$ cat config.mk
export PLATFORM = sky130hd
export DESIGN_NAME = pooling_window_feeder
export DESIGN_NICKNAME = d
export VERILOG_FILES = /design/src/rtl/pooling_pkg.sv /design/src/rtl/pool_line_buffer.sv /design/src/rtl/pooling_window_feeder.sv
export SDC_FILE = /design/constraint.sdc
export NUM_CORES = 1
export LEC_CHECK = 0
export BUFFER_PORTS_ARGS = -buffer_cell sky130_fd_sc_hd__buf_2
export CAP_MARGIN = 10
export CORE_UTILIZATION = 50
export DETAILED_ROUTE_END_ITERATION = 12
export PLACE_DENSITY_LB_ADDON = 0.3
export SYNTH_ARGS = -nofsm -noshare
export SYNTH_HDL_FRONTEND = slang
export SYNTH_SLANG_ARGS = --single-unit
$ cat constraint.sdc
create_clock -name clk -period 2.1 [get_ports clk]
set_clock_uncertainty 0.05 [all_clocks]
set_input_delay 0.105 -clock clk [delete_from_list [all_inputs] [get_ports clk]]
set_output_delay 0.105 -clock clk [all_outputs]
set_load 0.03 [all_outputs]
$ cat src/rtl/pooling_pkg.sv
// Shared types for the pooling window feeder: pixel/window types,
// window slot indices and the feeder FSM encoding.
package pooling_pkg;

    localparam int DATA_W = 8;
    localparam int K      = 2;
    localparam int S      = 2;
    localparam int WIN_SZ = K * S;

    localparam int TL = 3;
    localparam int TR = 2;
    localparam int BL = 1;
    localparam int BR = 0;

    typedef logic [DATA_W-1:0] pix_t;
    typedef pix_t [WIN_SZ-1:0] window_t;

    typedef enum logic [1:0] {
        FILL,
        ISSUE,
        HOLD
    } feeder_state_t;

endpackage

$ cat src/rtl/pool_line_buffer.sv
// One image row of pixels in flops; single write port and a read port
// returning the adjacent pair (col-1, col) for the top half of a window.
module pool_line_buffer #(
    parameter int DW    = 8,
    parameter int DEPTH = 4,
    localparam int AW   = $clog2(DEPTH)
) (
    input  logic          clk,
    input  logic          nrst,
    input  logic          we_i,
    input  logic [AW-1:0] waddr_i,
    input  logic [DW-1:0] wdata_i,
    input  logic [AW-1:0] raddr_i,
    output logic [DW-1:0] rd_lo_o,
    output logic [DW-1:0] rd_hi_o
);

    logic [DEPTH-1:0][DW-1:0] mem_q;

    always_ff @(posedge clk or negedge nrst) begin
        if (!nrst) begin
            mem_q <= '0;
        end else if (we_i) begin
            mem_q[waddr_i] <= wdata_i;
        end
    end

    assign rd_hi_o = mem_q[raddr_i];
    assign rd_lo_o = mem_q[raddr_i - AW'(1)];

endmodule

$ cat src/rtl/pooling_window_feeder.sv
// Turns a row-major pixel stream into batches of 2x2 windows for the
// pooling layer, issuing a start_pool pulse per batch and holding it.
module pooling_window_feeder
    import pooling_pkg::*;
#(
    parameter int data_width    = DATA_W,
    parameter int pooling_units = 4,
    parameter int IMG_W         = 4,
    parameter int IMG_H         = 4,
    parameter int POOL_LAT      = 2
) (
    input  logic clk,
    input  logic nrst,
    input  logic pix_valid,
    input  logic [data_width-1:0] pix_in,
    output logic pix_ready,
    input  logic pool_mode,
    output logic [pooling_units-1:0][WIN_SZ-1:0][data_width-1:0] pooling_in,
    output logic start_pool,
    output logic ctrl_pool,
    output logic frame_done
);

    localparam int CW = $clog2(IMG_W);
    localparam int RW = $clog2(IMG_H);
    localparam int LW = (pooling_units > 1) ? $clog2(pooling_units) : 1;
    localparam int HW = (POOL_LAT > 0) ? $clog2(POOL_LAT + 1) : 1;

    typedef logic [data_width-1:0] px_t;
    typedef px_t [WIN_SZ-1:0] win_t;
    typedef win_t [pooling_units-1:0] batch_t;

    feeder_state_t state_q, state_d;
    logic [CW-1:0] col_q, col_d;
    logic [RW-1:0] row_q, row_d;
    logic [LW-1:0] lane_q, lane_d;
    logic [HW-1:0] hold_q, hold_d;
    px_t           pend_q, pend_d;
    batch_t        stage_q, stage_d;
    batch_t        pin_q, pin_d;
    logic          fd_q, fd_d;
    logic          ctrl_q, ctrl_d;
    logic          rdy_q;
    logic          xfer, go_issue, frame_last;
    px_t           lb_tl, lb_tr;
    win_t          win;

    assign xfer = pix_valid && rdy_q;
    assign frame_last = (row_q == RW'(IMG_H - 1)) && (col_q == CW'(IMG_W - 1));

    pool_line_buffer #(
        .DW    (data_width),
        .DEPTH (IMG_W)
    ) u_lb (
        .clk     (clk),
        .nrst    (nrst),
        .we_i    (xfer && !row_q[0]),
        .waddr_i (col_q),
        .wdata_i (pix_in),
        .raddr_i (col_q),
        .rd_lo_o (lb_tl),
        .rd_hi_o (lb_tr)
    );

    always_comb begin
        win     = '0;
        win[TL] = lb_tl;
        win[TR] = lb_tr;
        win[BL] = pend_q;
        win[BR] = pix_in;
    end

    always_comb begin
        col_d    = col_q;
        row_d    = row_q;
        lane_d   = lane_q;
        pend_d   = pend_q;
        stage_d  = stage_q;
        pin_d    = pin_q;
        fd_d     = fd_q;
        ctrl_d   = ctrl_q;
        go_issue = 1'b0;
        if (xfer) begin
            if (col_q == CW'(IMG_W - 1)) begin
                col_d = '0;
                row_d = (row_q == RW'(IMG_H - 1)) ? '0 : row_q + RW'(1);
            end else begin
                col_d = col_q + CW'(1);
            end
            if (row_q == '0 && col_q == '0) ctrl_d = pool_mode;
            if (row_q[0] && !col_q[0]) pend_d = pix_in;
            if (row_q[0] && col_q[0]) begin
                // First window of a batch occupies the highest lane
                stage_d[LW'(pooling_units - 1) - lane_q] = win;
                if (lane_q == LW'(pooling_units - 1) || frame_last) begin
                    go_issue = 1'b1;
                    pin_d    = stage_d;
                    fd_d     = frame_last;
                    stage_d  = '0;
                    lane_d   = '0;
                end else begin
                    lane_d = lane_q + LW'(1);
                end
            end
        end
    end

    always_comb begin
        state_d = state_q;
        hold_d  = '0;
        unique case (state_q)
            FILL:  if (go_issue) state_d = ISSUE;
            ISSUE: state_d = (POOL_LAT == 0) ? FILL : HOLD;
            HOLD: begin
                hold_d = hold_q + HW'(1);
                if (hold_q == HW'(POOL_LAT - 1)) state_d = FILL;
            end
            default: state_d = FILL;
        endcase
    end

    always_ff @(posedge clk or negedge nrst) begin
        if (!nrst) begin
            state_q <= FILL;
            hold_q  <= '0;
            rdy_q   <= 1'b0;
        end else begin
            state_q <= state_d;
            hold_q  <= hold_d;
            rdy_q   <= (state_d == FILL);
        end
    end

    always_ff @(posedge clk or negedge nrst) begin
        if (!nrst) begin
            col_q   <= '0;
            row_q   <= '0;
            lane_q  <= '0;
            pend_q  <= '0;
            stage_q <= '0;
            pin_q   <= '0;
            fd_q    <= 1'b0;
            ctrl_q  <= 1'b1;
        end else begin
            col_q   <= col_d;
            row_q   <= row_d;
            lane_q  <= lane_d;
            pend_q  <= pend_d;
            stage_q <= stage_d;
            pin_q   <= pin_d;
            fd_q    <= fd_d;
            ctrl_q  <= ctrl_d;
        end
    end

    always_comb begin
        start_pool = 1'b0;
        frame_done = 1'b0;
        unique case (state_q)
            ISSUE: begin
                start_pool = 1'b1;
                frame_done = fd_q;
            end
            default: ;
        endcase
    end

    assign pix_ready  = rdy_q;
    assign pooling_in = pin_q;
    assign ctrl_pool  = ctrl_q;

endmodule
After elaboration in Yosys (flattened, before gate mapping)

Cells that the tools add are included.

Register bits after elaboration: 309
Output and inout bits: 132

Order comparisons: 5
Add/sub/neg operators: 6
Reduce and logical (&&, ||, !) cells: 20
Eq/ne operators: 6
Muxes and demuxes: 23

Operator list:

| operator                                                          | number |
|---|---|
| bitwise mux 128 bit                                               | 1 |
| two-way mux 128 bit                                               | 1 |
| demux 32 bit (select 2 bit)                                       | 1 |
| binary-select mux 8 bit (select 2 bit)                            | 2 |
| bitwise mux 32 bit                                                | 1 |
| two-way mux 32 bit                                                | 1 |
| two-way mux 8 bit                                                 | 3 |
| demux 8 bit (select 2 bit)                                        | 1 |
| two-way mux 2 bit                                                 | 6 |
| less-than comparator 2 x 3 -> 1 bit, second input constant        | 3 |
| adder 2 x 1 -> 2 bit, second input constant                       | 4 |
| == test 2 bit, second input constant                              | 4 |
| logical AND 1 bit                                                 | 8 |
| logical NOT 2 bit                                                 | 4 |
| AND reduction 2 bit                                               | 4 |
| case mux 2 bit (3 select lines)                                   | 1 |
| two-way mux 1 bit                                                 | 5 |
| == test 2 x 1 -> 1 bit, second input constant                     | 2 |
| greater-or-equal comparator 2 x 1 -> 1 bit, second input constant | 2 |
| AND reduction 3 bit                                               | 1 |
| logical NOT 1 bit                                                 | 2 |
| subtractor 2 x 1 -> 2 bit, second input constant                  | 1 |
| subtractor 2 bit, first input constant                            | 1 |
| logical OR 1 bit                                                  | 1 |

Logic depth before layout (Yosys ltp)

Depth in word-level cells: 9
Gate-level depth with buffers: 8
Gate-level depth less buffers: 5

Hierarchy

A second synthesis with hierarchy kept.

Cells, all modules: 1,038
Area, all modules: 13,123.8 sq um

Modules (own cells, without submodules):

| module                | area an instance (sq um) | sequential area each (sq um) | instances | cells an instance |
|---|---|---|---|---|
| pooling_window_feeder | 11,513.5                 | 6,932.9                      | 1         | 950 |
| pool_line_buffer      | 1,610.3                  | 800.8                        | 1         | 88 |

Worst setup path after synthesis

Ideal clock, no wire load.

Path kind: reg-to-reg
Start point: register col_q[0]
End point: register pin_q (netlist bit pooling_in[30])
Slack: -0.073 ns
Data arrival time: 1.994 ns
Setup time: 0.129 ns
Clock period less this slack: 2.173 ns
Stages on the path, launching flop included: 9
Path buffers: 3
Data required time: 1.921 ns
Path through: dfrtp_1 > buf_2 > inv_1 > ha_1 > buf_2 > buf_2 > mux2_2 > a22oi_1 > o2bb2ai_1

Longest elaborated chain between the ends: 4

RTL lines:

| element                                                                            | RTL line                                            | text |
|---|---|---|
| start: declaration                                                                 | pooling_window_feeder.sv:34                         | `logic [CW-1:0] col_q, col_d;` |
| start signal: assignment                                                           | pooling_window_feeder.sv:145                        | `col_q <= col_d;` |
| subtractor 2 x 1 -> 2 bit / == test 2 bit (equally long branches)                  | pool_line_buffer.sv:29, pooling_window_feeder.sv:49 |  |
| binary-select mux 8 bit (select 2 bit) / logical AND 1 bit (equally long branches) | pool_line_buffer.sv:29, pooling_window_feeder.sv:49 |  |
| two-way mux 8 bit (not written as such) / logical OR 1 bit (equally long branches) | pool_line_buffer.sv:29, pooling_window_feeder.sv:95 |  |
| bitwise mux 128 bit / AND reduction 3 bit (equally long branches)                  | -                                                   |  |
| end signal: assignment                                                             | pooling_window_feeder.sv:150                        | `pin_q <= pin_d;` |
| end: declaration                                                                   | pooling_window_feeder.sv:40                         | `batch_t pin_q, pin_d;` |

Several ways; a longest one is shown, not always the timed one. The select of a mux whose other input is x is not followed.
A chain may end at the register's enable or synchronous reset.

Final worst setup path

Start point: register col_q[1]
End point: register pin_q (netlist bit pooling_in[62])

The elaborated chain is that of the path after synthesis.

==> results.cfg <==
[outcome]
status = finished, final reports clean

[flow_run]
drv.max_cap_violation_count = 0

[synth]
ys_types = 39
netlist_area_um2 = 13320
synth_top_cell_by_area = dfrtp_1
syn_avg_cell_area_um2 = 12.33
yosysTopAreaCellShare_pct = 57.88
synth-main-ff-cell = dfrtp_1
postSynthCellCount = 1080
seq_area_frac_synth_pct = 58.08
async_flop_share_pct = 100.0
synth_nets = 1103
synth_warnings = 0
synth.area.top_cells = dfrtp_1 (58%), mux2i_1 (8.4%), o21ai_0 (5.0%), mux2_2 (4.4%), a22o_1 (4.2%)
synth_edf_count = 0
ys_seq_elements = 309

[placed_design]
hpwlAfterDp_um = 21700
portBuffers = 143
place.gp.congestion = 0.8136
placed_cells = 1497

[worst_setup_path]
crit_required_ns = 2.48
worstSetupStartpointType = register
worst-path-max-fanout = 31
crit_type = reg -> reg
r2r_slack_ns = 0.13
ff2ff_path_depth = 5
cp-end-kind = register
arrival_ns = 2.35
r2r_start = col_q[1]
critPathLaunch = col_q[1]
worstReg2RegEnd = pooling_in[62]

[timing]
post-route-min-period_ns = 1.974
fin_setup_tns_ns = 0
finalMaxSlewViolations = 0
rsz0062_at_grt = no
tightestPinTransition_ns = 0.7598
fin_hold_ws_ns = 0.02417
slew_headroom_pct = 49.23
max_freq_mhz = 506.6
finalCritPeriodShare_pct = 94.00
setup_viol = 0
final_hold_viol_count = 0

[detailed_routing]
drt_pass1_iterations = 5
avgRoutedWirePerCell_um = 21.46
drcViolationCount = 0
wirelength_um = 33600
antenna_left = 0
drt-vias-per-instance = 5.980
first_iter_violations = 790
num_vias = 9364

[die]
fp.dieArea_um2 = 27290
rows = 59
initial_core_util_pct = 51.10
die_w_um = 165.2
design.portCount = 144
core_area_um2 = 26060
fp.dieH_um = 165.2

[layout]
nFillCells = 2102
drive_gt1_share_pct = 26.32
layout_common_cells = dfrtp_1 (308), buf_2 (142), o21ai_0 (133)
diodes = 0
final_core_utilization_pct = 59.70
fin_cells = 1566
area_growth_pct = 16.82
fin_nets = 1230
final_common_cell = dfrtp_1

[power]
power_switching_mw = 11.02
ir_drop_mv = 0.9890
clkPwrFrac_pct = 19.4
p_per_area_nw_per_um2 = 1719
pwr-share-seq_pct = 37.1
p_leak_nw = 7.243
comb_power_share_pct = 43.5
switching_share_pct = 41.19
internal-power_mw = 15.73

[global_routing]
grt_pass1_wl_um = 53190
overflow = 0
grt_pass1_vias = 9259
grt_start_max_net_pins = 81
antenna_found_initial = 0
grt_usage_pct = 25.18

[min_path]
hp-class = in -> async

[cts]
cts-resized-gates = 0
clock-root-buffer = clkbuf_16
clk_pin_slew_ns = 0.06
htree_levels = 1
clk_path_buf_depth = 3
cts_tree = done
numCtsBuffers = 31
cts_sinks = 309
clk_latency_ns = 0.55
## layer usage
metal | GRT usage (%) | wire, um | up-vias
met3 | 3.821 | 1955 | 59
met5 | 0 | 0 | -
met1 | 38.23 | 15630 | 4807
met2 | 37.12 | 15160 | 307
li1 | - | - | 4191
met4 | 7.673 | 851 | 0
## worst max path at each step
stage	slack (ns)	cells past startpoint	end
2_1_floorplan	0.03	8	pooling_in[30]
5_1_grt	0.01	5	pooling_in[54]
3_3_place_gp	0.20	5	pooling_in[62]
6_report	0.13	5	pooling_in[62]
4_1_cts	0.15	5	pooling_in[54]
3_5_place_dp	0.16	5	pooling_in[54]
## repair_timing
| action | in CTS | in global routing |
|---|---|---|
| buffers inserted | 0 | 0 |
| endpoints found under the hold margin | 342 | 0 |
| endpoints found under the setup margin | 0 | 0 |
| hold buffers | 12 | 0 |
## synth_stat cells (all sizes together) (13+ instances only)
master,number
a21oi,98
a22o,64
and2,25
buf,60
clkbuf,48
dfrtp,308
inv,15
mux2,52
mux2i,112
mux4,16
nand2,25
nor2,13
o21ai,141
o2bb2ai,40
## critical path: stages (launching register included)
cell and delay, ns:
dfrtp_1 0.40, ha_1 0.26, a21oi_4 0.12, nor2_4 0.61, buf_12 0.29, a21oi_1 0.09
## power by group through the flow
stage | Clock [mW] | Sequential, mW | Combinational [mW]
floorplan | 0 | 11.3 | 6.36
global placement | 0 | 9.88 | 11.4
detailed placement | 0 | 9.93 | 11.6
CTS | 5.28 | 9.88 | 11.7
global route | 5.52 | 10.2 | 12.5
finish | 5.19 | 9.92 | 11.6
## final cells by class
class	instances	area (um^2)	area share, %
multi-input combinational	648	5027	32.32
sequential	309	7734	49.71
clock buffer	47	905.9	5.823
inverter	15	56.30	0.3619
timing repair buffer	202	1361	8.751
tap	335	419.2	2.694
clock inverter	10	52.55	0.3378
## sequential cells by signal, summed over array words and instances (netlist names), 2 cells and up
signal,count
pend_q,8
row_q,2
lane_q,2
hold_q,2
pooling_in,128
state_q,2
stage_q,128
col_q,2
u_lb.mem_q,32
## stage by stage
stage          worst slack, ns  cell area [um^2]  power [mW]
6_report                0.1261             15560       26.75
2_1_floorplan          0.02827             13320       17.69
4_1_cts                 0.1479             15560       26.81
3_3_place_gp            0.2026             14480       21.27
5_1_grt                0.01362             15560       28.21
3_5_place_dp            0.1574             14480       21.51
## cell families (layout without fill, tap and decap cells)
family | Yosys count | in the layout | share of synthesized area [%]
muxes | 180 | 180 | 15.52
DFF | 309 | 309 | 58.08
AOI/OAI and AO/OA | 363 | 363 | 17.13
buffers and inverters | 123 | 274 | 4.463
and+or+nand+nor | 94 | 94 | 3.777
adders and majority gates | 11 | 11 | 1.034
Note: power is estimated with default switching activity, not from simulation.
